## src/rtl/init_sequencer_pkg.sv

```systemverilog
// Shared types and constants for the power-on / soft-reset sequencer.
package init_seq_pkg;

  typedef enum logic [1:0] {
    ST_SYNC,
    ST_HOLD,
    ST_RELEASE,
    ST_DONE
  } state_t;

  localparam int unsigned DEF_SYNC_STAGES = 2;
  localparam int unsigned DEF_HOLD_CYCLES = 16;
  localparam int unsigned DEF_NUM_DOMAINS = 3;
  localparam int unsigned DEF_STAGE_GAP   = 4;

  // Bits needed to hold 0..n-1, never narrower than one bit.
  function automatic int unsigned cnt_width(input int unsigned n);
    return (n <= 1) ? 1 : $clog2(n);
  endfunction

endpackage

```

## src/rtl/init_sequencer_if.sv

```systemverilog
// Soft re-init handshake plus the staged reset / status outputs of the sequencer.
interface init_sequencer_if
  import init_seq_pkg::*;
#(
  parameter int unsigned NUM_DOMAINS = DEF_NUM_DOMAINS
);
  logic                   soft_req;
  logic                   soft_ack;
  logic [NUM_DOMAINS-1:0] rst_out_n;
  logic                   init_done;
  logic                   busy;

  modport master (output soft_req, input soft_ack, rst_out_n, init_done, busy);
  modport slave  (input soft_req, output soft_ack, rst_out_n, init_done, busy);
endinterface

```

## src/rtl/init_sequencer_reset_sync.sv

```systemverilog
// Async-assert / sync-deassert reset synchroniser, STAGES flops deep.
module reset_sync #(
  parameter int unsigned STAGES = 2
) (
  input  logic clock,
  input  logic reset_n,
  output logic sync_n
);
  logic [STAGES-1:0] chain;

  always_ff @(posedge clock or negedge reset_n) begin
    if (!reset_n) chain <= '0;
    else          chain <= {chain[STAGES-2:0], 1'b1};
  end

  assign sync_n = chain[STAGES-1];
endmodule

```

## src/rtl/init_sequencer.sv

```systemverilog
// Staged reset release sequencer with software re-init handshake.
module init_sequencer
  import init_seq_pkg::*;
#(
  parameter int unsigned SYNC_STAGES = DEF_SYNC_STAGES,
  parameter int unsigned HOLD_CYCLES = DEF_HOLD_CYCLES,
  parameter int unsigned NUM_DOMAINS = DEF_NUM_DOMAINS,
  parameter int unsigned STAGE_GAP   = DEF_STAGE_GAP
) (
  input  logic           clock,
  input  logic           reset_n,
  init_sequencer_if.slave bus
);
  localparam int unsigned CW = cnt_width((HOLD_CYCLES > STAGE_GAP) ? HOLD_CYCLES : STAGE_GAP);
  localparam int unsigned IW = cnt_width(NUM_DOMAINS);
  localparam logic [CW-1:0] HOLD_LAST = CW'(HOLD_CYCLES - 1);
  localparam logic [CW-1:0] GAP_LAST  = CW'(STAGE_GAP - 1);
  localparam logic [IW-1:0] IDX_LAST  = IW'(NUM_DOMAINS - 1);

  if (SYNC_STAGES < 2) begin : g_chk_sync
    $error("init_sequencer: SYNC_STAGES must be >= 2");
  end
  if (HOLD_CYCLES < 1) begin : g_chk_hold
    $error("init_sequencer: HOLD_CYCLES must be >= 1");
  end
  if (NUM_DOMAINS < 1) begin : g_chk_dom
    $error("init_sequencer: NUM_DOMAINS must be >= 1");
  end
  if (STAGE_GAP < 1) begin : g_chk_gap
    $error("init_sequencer: STAGE_GAP must be >= 1");
  end

  logic sync_n;

  reset_sync #(.STAGES(SYNC_STAGES)) u_sync (
    .clock  (clock),
    .reset_n(reset_n),
    .sync_n (sync_n)
  );

  state_t                 state, state_d;
  logic [CW-1:0]          cnt, cnt_d;
  logic [IW-1:0]          idx, idx_d;
  logic [NUM_DOMAINS-1:0] rst_q, rst_d;
  logic                   done_q, done_d;
  logic                   busy_q, busy_d;
  logic                   ack_q, ack_d;

  always_ff @(posedge clock or negedge reset_n) begin
    if (!reset_n) begin
      state  <= ST_SYNC;
      cnt    <= '0;
      idx    <= '0;
      rst_q  <= '0;
      done_q <= 1'b0;
      busy_q <= 1'b1;
      ack_q  <= 1'b0;
    end else begin
      state  <= state_d;
      cnt    <= cnt_d;
      idx    <= idx_d;
      rst_q  <= rst_d;
      done_q <= done_d;
      busy_q <= busy_d;
      ack_q  <= ack_d;
    end
  end

  // Outputs are computed one cycle ahead so every one leaves a flop.
  always_comb begin
    state_d = state;
    cnt_d   = cnt;
    idx_d   = idx;
    rst_d   = rst_q;
    done_d  = done_q;
    busy_d  = busy_q;
    ack_d   = 1'b0;
    unique case (state)
      ST_SYNC: begin
        if (sync_n) begin
          state_d = ST_HOLD;
          cnt_d   = '0;
        end
      end
      ST_HOLD: begin
        if (cnt == HOLD_LAST) begin
          state_d  = ST_RELEASE;
          cnt_d    = '0;
          idx_d    = '0;
          rst_d[0] = 1'b1;
        end else begin
          cnt_d = cnt + 1'b1;
        end
      end
      ST_RELEASE: begin
        if (idx == IDX_LAST) begin
          state_d = ST_DONE;
          done_d  = 1'b1;
          busy_d  = 1'b0;
        end else if (cnt == GAP_LAST) begin
          idx_d = idx + 1'b1;
          cnt_d = '0;
          for (int unsigned i = 0; i < NUM_DOMAINS; i++) begin
            if (i == 32'(idx) + 32'd1) rst_d[i] = 1'b1;
          end
        end else begin
          cnt_d = cnt + 1'b1;
        end
      end
      ST_DONE: begin
        if (bus.soft_req) begin
          state_d = ST_HOLD;
          cnt_d   = '0;
          idx_d   = '0;
          rst_d   = '0;
          done_d  = 1'b0;
          busy_d  = 1'b1;
          ack_d   = 1'b1;
        end
      end
      default: state_d = ST_SYNC;
    endcase
  end

  assign bus.rst_out_n = rst_q;
  assign bus.init_done = done_q;
  assign bus.busy      = busy_q;
  assign bus.soft_ack  = ack_q;
endmodule

```

## src/flat_wrapper.sv

```systemverilog
// flat-port wrapper written by rule: the top's interface ports become plain ports
module init_sequencer_flat import init_seq_pkg::*;
#(
  parameter int unsigned SYNC_STAGES = DEF_SYNC_STAGES,
  parameter int unsigned HOLD_CYCLES = DEF_HOLD_CYCLES,
  parameter int unsigned NUM_DOMAINS = DEF_NUM_DOMAINS,
  parameter int unsigned STAGE_GAP   = DEF_STAGE_GAP
)
  (clock, reset_n, bus_soft_req, bus_soft_ack, bus_rst_out_n, bus_init_done, bus_busy);
  init_sequencer_if #(.NUM_DOMAINS(NUM_DOMAINS)) bus_i ();
  input  logic clock;
  input  logic reset_n;
  input wire logic [$bits(bus_i.soft_req)-1:0] bus_soft_req;
  output wire logic [$bits(bus_i.soft_ack)-1:0] bus_soft_ack;
  output wire logic [$bits(bus_i.rst_out_n)-1:0] bus_rst_out_n;
  output wire logic [$bits(bus_i.init_done)-1:0] bus_init_done;
  output wire logic [$bits(bus_i.busy)-1:0] bus_busy;
  assign bus_i.soft_req = bus_soft_req;
  assign bus_soft_ack = bus_i.soft_ack;
  assign bus_rst_out_n = bus_i.rst_out_n;
  assign bus_init_done = bus_i.init_done;
  assign bus_busy = bus_i.busy;
  init_sequencer #(.SYNC_STAGES(SYNC_STAGES), .HOLD_CYCLES(HOLD_CYCLES), .NUM_DOMAINS(NUM_DOMAINS), .STAGE_GAP(STAGE_GAP)) u_core (.clock(clock), .reset_n(reset_n), .bus(bus_i));
endmodule
```

## config.mk

```make
export PLATFORM = sky130hd
export DESIGN_NAME = init_sequencer_flat
export DESIGN_NICKNAME = d
export VERILOG_FILES = /design/src/rtl/init_sequencer_pkg.sv /design/src/rtl/init_sequencer_if.sv /design/src/rtl/init_sequencer_reset_sync.sv /design/src/rtl/init_sequencer.sv /design/src/flat_wrapper.sv
export SDC_FILE = /design/constraint.sdc
export NUM_CORES = 1
export LEC_CHECK = 0
export BUFFER_PORTS_ARGS = -buffer_cell sky130_fd_sc_hd__buf_2
export CAP_MARGIN = 20
export CORE_ASPECT_RATIO = 0.8
export CORE_UTILIZATION = 55
export CTS_BUF_LIST = sky130_fd_sc_hd__clkbuf_4
export DETAILED_ROUTE_END_ITERATION = 10
export PLACE_DENSITY = 0.84
export SETUP_SLACK_MARGIN = 0.15
export SLEW_MARGIN = 30
export SYNTH_ARGS = -nofsm -noshare
export SYNTH_HDL_FRONTEND = slang
export SYNTH_HIERARCHICAL = 1
export SYNTH_SLANG_ARGS = --single-unit
```

## constraint.sdc

```tcl
create_clock -name clock -period 4.7 [get_ports clock]
set_input_delay 0.235 -clock clock [delete_from_list [all_inputs] [get_ports clock]]
set_output_delay 0.235 -clock clock [all_outputs]
set_load 0.01 [all_outputs]
```

==> results.toml <==
[setup_path]
start_kind = "flip-flop"
required_ns = 4.91
r2r_start = "u_core/state[0]"
cp.arrival_ns = 2.08
critPathMaxFanout = 11
cp-end-kind = "flip-flop"
worstSetupPathType = "reg -> reg"
ff2ff_path_depth = 6
reg2reg_slack_ns = 2.83
timing.rr.end = "u_core/cnt[0]"

[route]
dr.max_layer_used = "met4"
dr.pass1.iters = 4
drtIter0Drc = 8
postRouteAntennaNets = 0
post-route-drc-count = 0
vias = 680
met3RoutedLength_um = 63
via_per_inst = 5.53
routed_wl_mm = 1.77
wl_met1_um = 860
dr_wl_met2_um = 839
drt-wirelength-per-cell_um = 14.4

[global_route]
grt_pass1_vias = 726
track_usage = 0.224
grt_pass1_wl_mm = 3.15
antenna_found_initial = 0
grt_max_degree = 17
gr-total-overflow = 0

[power]
totalPowerFinal_mw = 0.562
peakVddDrop_uv = 369
power_density_nw_per_um2 = 525
power.leakage_nw = 0.490

[sta]
holdWs_ns = 0.285
fin_crit_ns = 1.87
fmax_ghz = 0.535
rsz0062_at_grt = "false"
hold_violations = 0
tns_ns = 0
finalMaxSlewViolations = 0
finalClockSkew_ns = 0.00342
setup_viol = 0
finalCritPeriodShare = 0.398

[yosys]
netlist_instances = 89
async_flop_share = 1.00
yosys_register_bits = 16
seq_area_frac_synth = 0.414
ys.flop_type = "dfrtp_1"
ys_types = 33
avgSynthCellArea_um2 = 10.9
synth_fp_nets = 102
synth_enable_flop_cells = 0
yosysWarnings = 6
synth.cell_area_um2 = 971

[clock_network]
htree_levels = 1
ctsLongestPathBuffers = 2
clock_latency_ns = 0.28
postCtsSetupRepairBufs = 0
cts_buffers = 3
cts_sinks = 16
ctsResizeCount = 0
root_buffer = "clkbuf_4"
clk_pin_slew_worst_paths_ns = 0.09
hold_buffers = 1
cts_tree = "built"

[layout]
drive_above_1_share = 0.178
nFillCells = 123
seq_area_um2 = 402
fin_nets = 115
multi_input_area_um2 = 527
area_delta_synth_final_pct = 10.2
final_cells = 123
diodes = 0

[floorplanning]
initial_core_util = 0.591
io_pins = 9
row_count = 13
die_h_um = 39.6
die-area_um2 = 1940
core_um2 = 1640
die_w_um = 49.0

[min_path]
hp-start = "bus_soft_req"
min_to = "u_core/bus.soft_ack"
min_path_cells = 3
holdCritPathClass = "in -> reg"

[outcome]
status = "complete, no violations"

[place]
placed_cells = 118
place_hpwl_mm = 1.34
portBuffers = 8
gp_congestion = 0.852

[run]
drv_cap = 0
==> cells by family after synthesis <==
kind of cell | synth area share
and+or+nand+nor | 0.169
adders and majority gates | 0.129
DFF | 0.414
buffers and inverters | 0.0438
muxes | 0.0206
other | 0.00386
AOI/OAI and AO/OA | 0.220
==> flip-flops by register name, summed over array words and instances (netlist names) <==
name                  count
u_core/cnt                4
u_core/bus.rst_out_n      3
u_core/idx                2
u_core/state              2
u_core/u_sync/chain       2
u_core/bus.busy           1
u_core/bus.init_done      1
u_core/bus.soft_ack       1
==> cells in the mapped netlist, types with 2 or more instances <==
cell type / instances / area [µm²]
a2bb2oi_1: 2 / 17.5
ha_1: 10 / 125
o2bb2ai_1: 2 / 17.5
nor2_1: 3 / 11.3
o21ai_0: 7 / 35.0
nand2_1: 8 / 30.0
nor2b_1: 2 / 12.5
nand3_1: 2 / 10.0
o311ai_0: 2 / 17.5
mux2i_1: 2 / 20.0
inv_1: 10 / 37.5
nand2b_1: 3 / 18.8
a211oi_4: 2 / 40.0
dfrtp_1: 15 / 375
==> routing by layer <==
| layer | global-route usage | vias to the layer above |
|---|---|---|
| met5 | 0 | - |
| met4 | 0.0515 | 0 |
| met3 | 0.0659 | 2 |
| met2 | 0.410 | 15 |
| met1 | 0.266 | 324 |
| li1 | - | 339 |
==> how the worst max path moves through the flow <==
stage | from | endpoint | slack, ns
after CTS | u_core/state[0] | u_core/cnt[0] | 2.82
final | u_core/state[0] | u_core/cnt[0] | 2.83
after global placement | u_core/state[0] | u_core/cnt[3] | 2.94
after global routing | u_core/idx[0] | u_core/bus.rst_out_n[2] | 2.59
after detailed placement | u_core/idx[0] | u_core/bus.rst_out_n[1] | 2.86
after floorplan | u_core/state[0] | u_core/idx[0] | 3.11
==> layout make-up <==
class                   instances  area share
clock buffers                   3      0.0211
clock inverters                 1     0.00351
inverters                      10      0.0351
multi-input cells              62       0.492
flip-flops and latches         16       0.375
well taps                      22      0.0257
repair buffers                  9      0.0468
==> placed cells by master, fill, tap and decap left out, drive strengths merged, types with 2 or more instances in the layout <==
master and n:
nor2b 2, dfrtp 15, o2bb2ai 2, nand2 8, o311ai 2, o21ai 8
nor2 3, clkbuf 3, a2bb2oi 2, a211oi 2, nand2b 3, ha 10
buf 8, nand3 3, mux2i 2, inv 10
==> worst max-delay path, cell delays in order, from the launching register on <==
cell,delay [ns]
dfrtp_1,0.44
inv_1,0.13
ha_1,0.41
and4b_1,0.25
a211o_1,0.28
nand2b_1,0.16
mux2i_1,0.14
==> power breakdown <==
part / internal, mW / total [mW] / leakage (nW) / switching (mW)
clock: 0.0308 / 0.0717 / 0.0154 / 0.0409
sequential: 0.173 / 0.200 / 0.204 / 0.0269
combinational: 0.121 / 0.290 / 0.271 / 0.169
==> through the flow <==
step           setup WS (ns)  utilization  cell area (µm²)
6_report                2.83        0.651             1070
5_1_grt                 2.59        0.651             1070
4_1_cts                 2.82        0.651             1070
3_5_place_dp            2.86        0.629             1030
3_3_place_gp            2.94        0.629             1030
2_1_floorplan           3.11            -              971
Note: power is estimated with default switching activity, not from simulation.
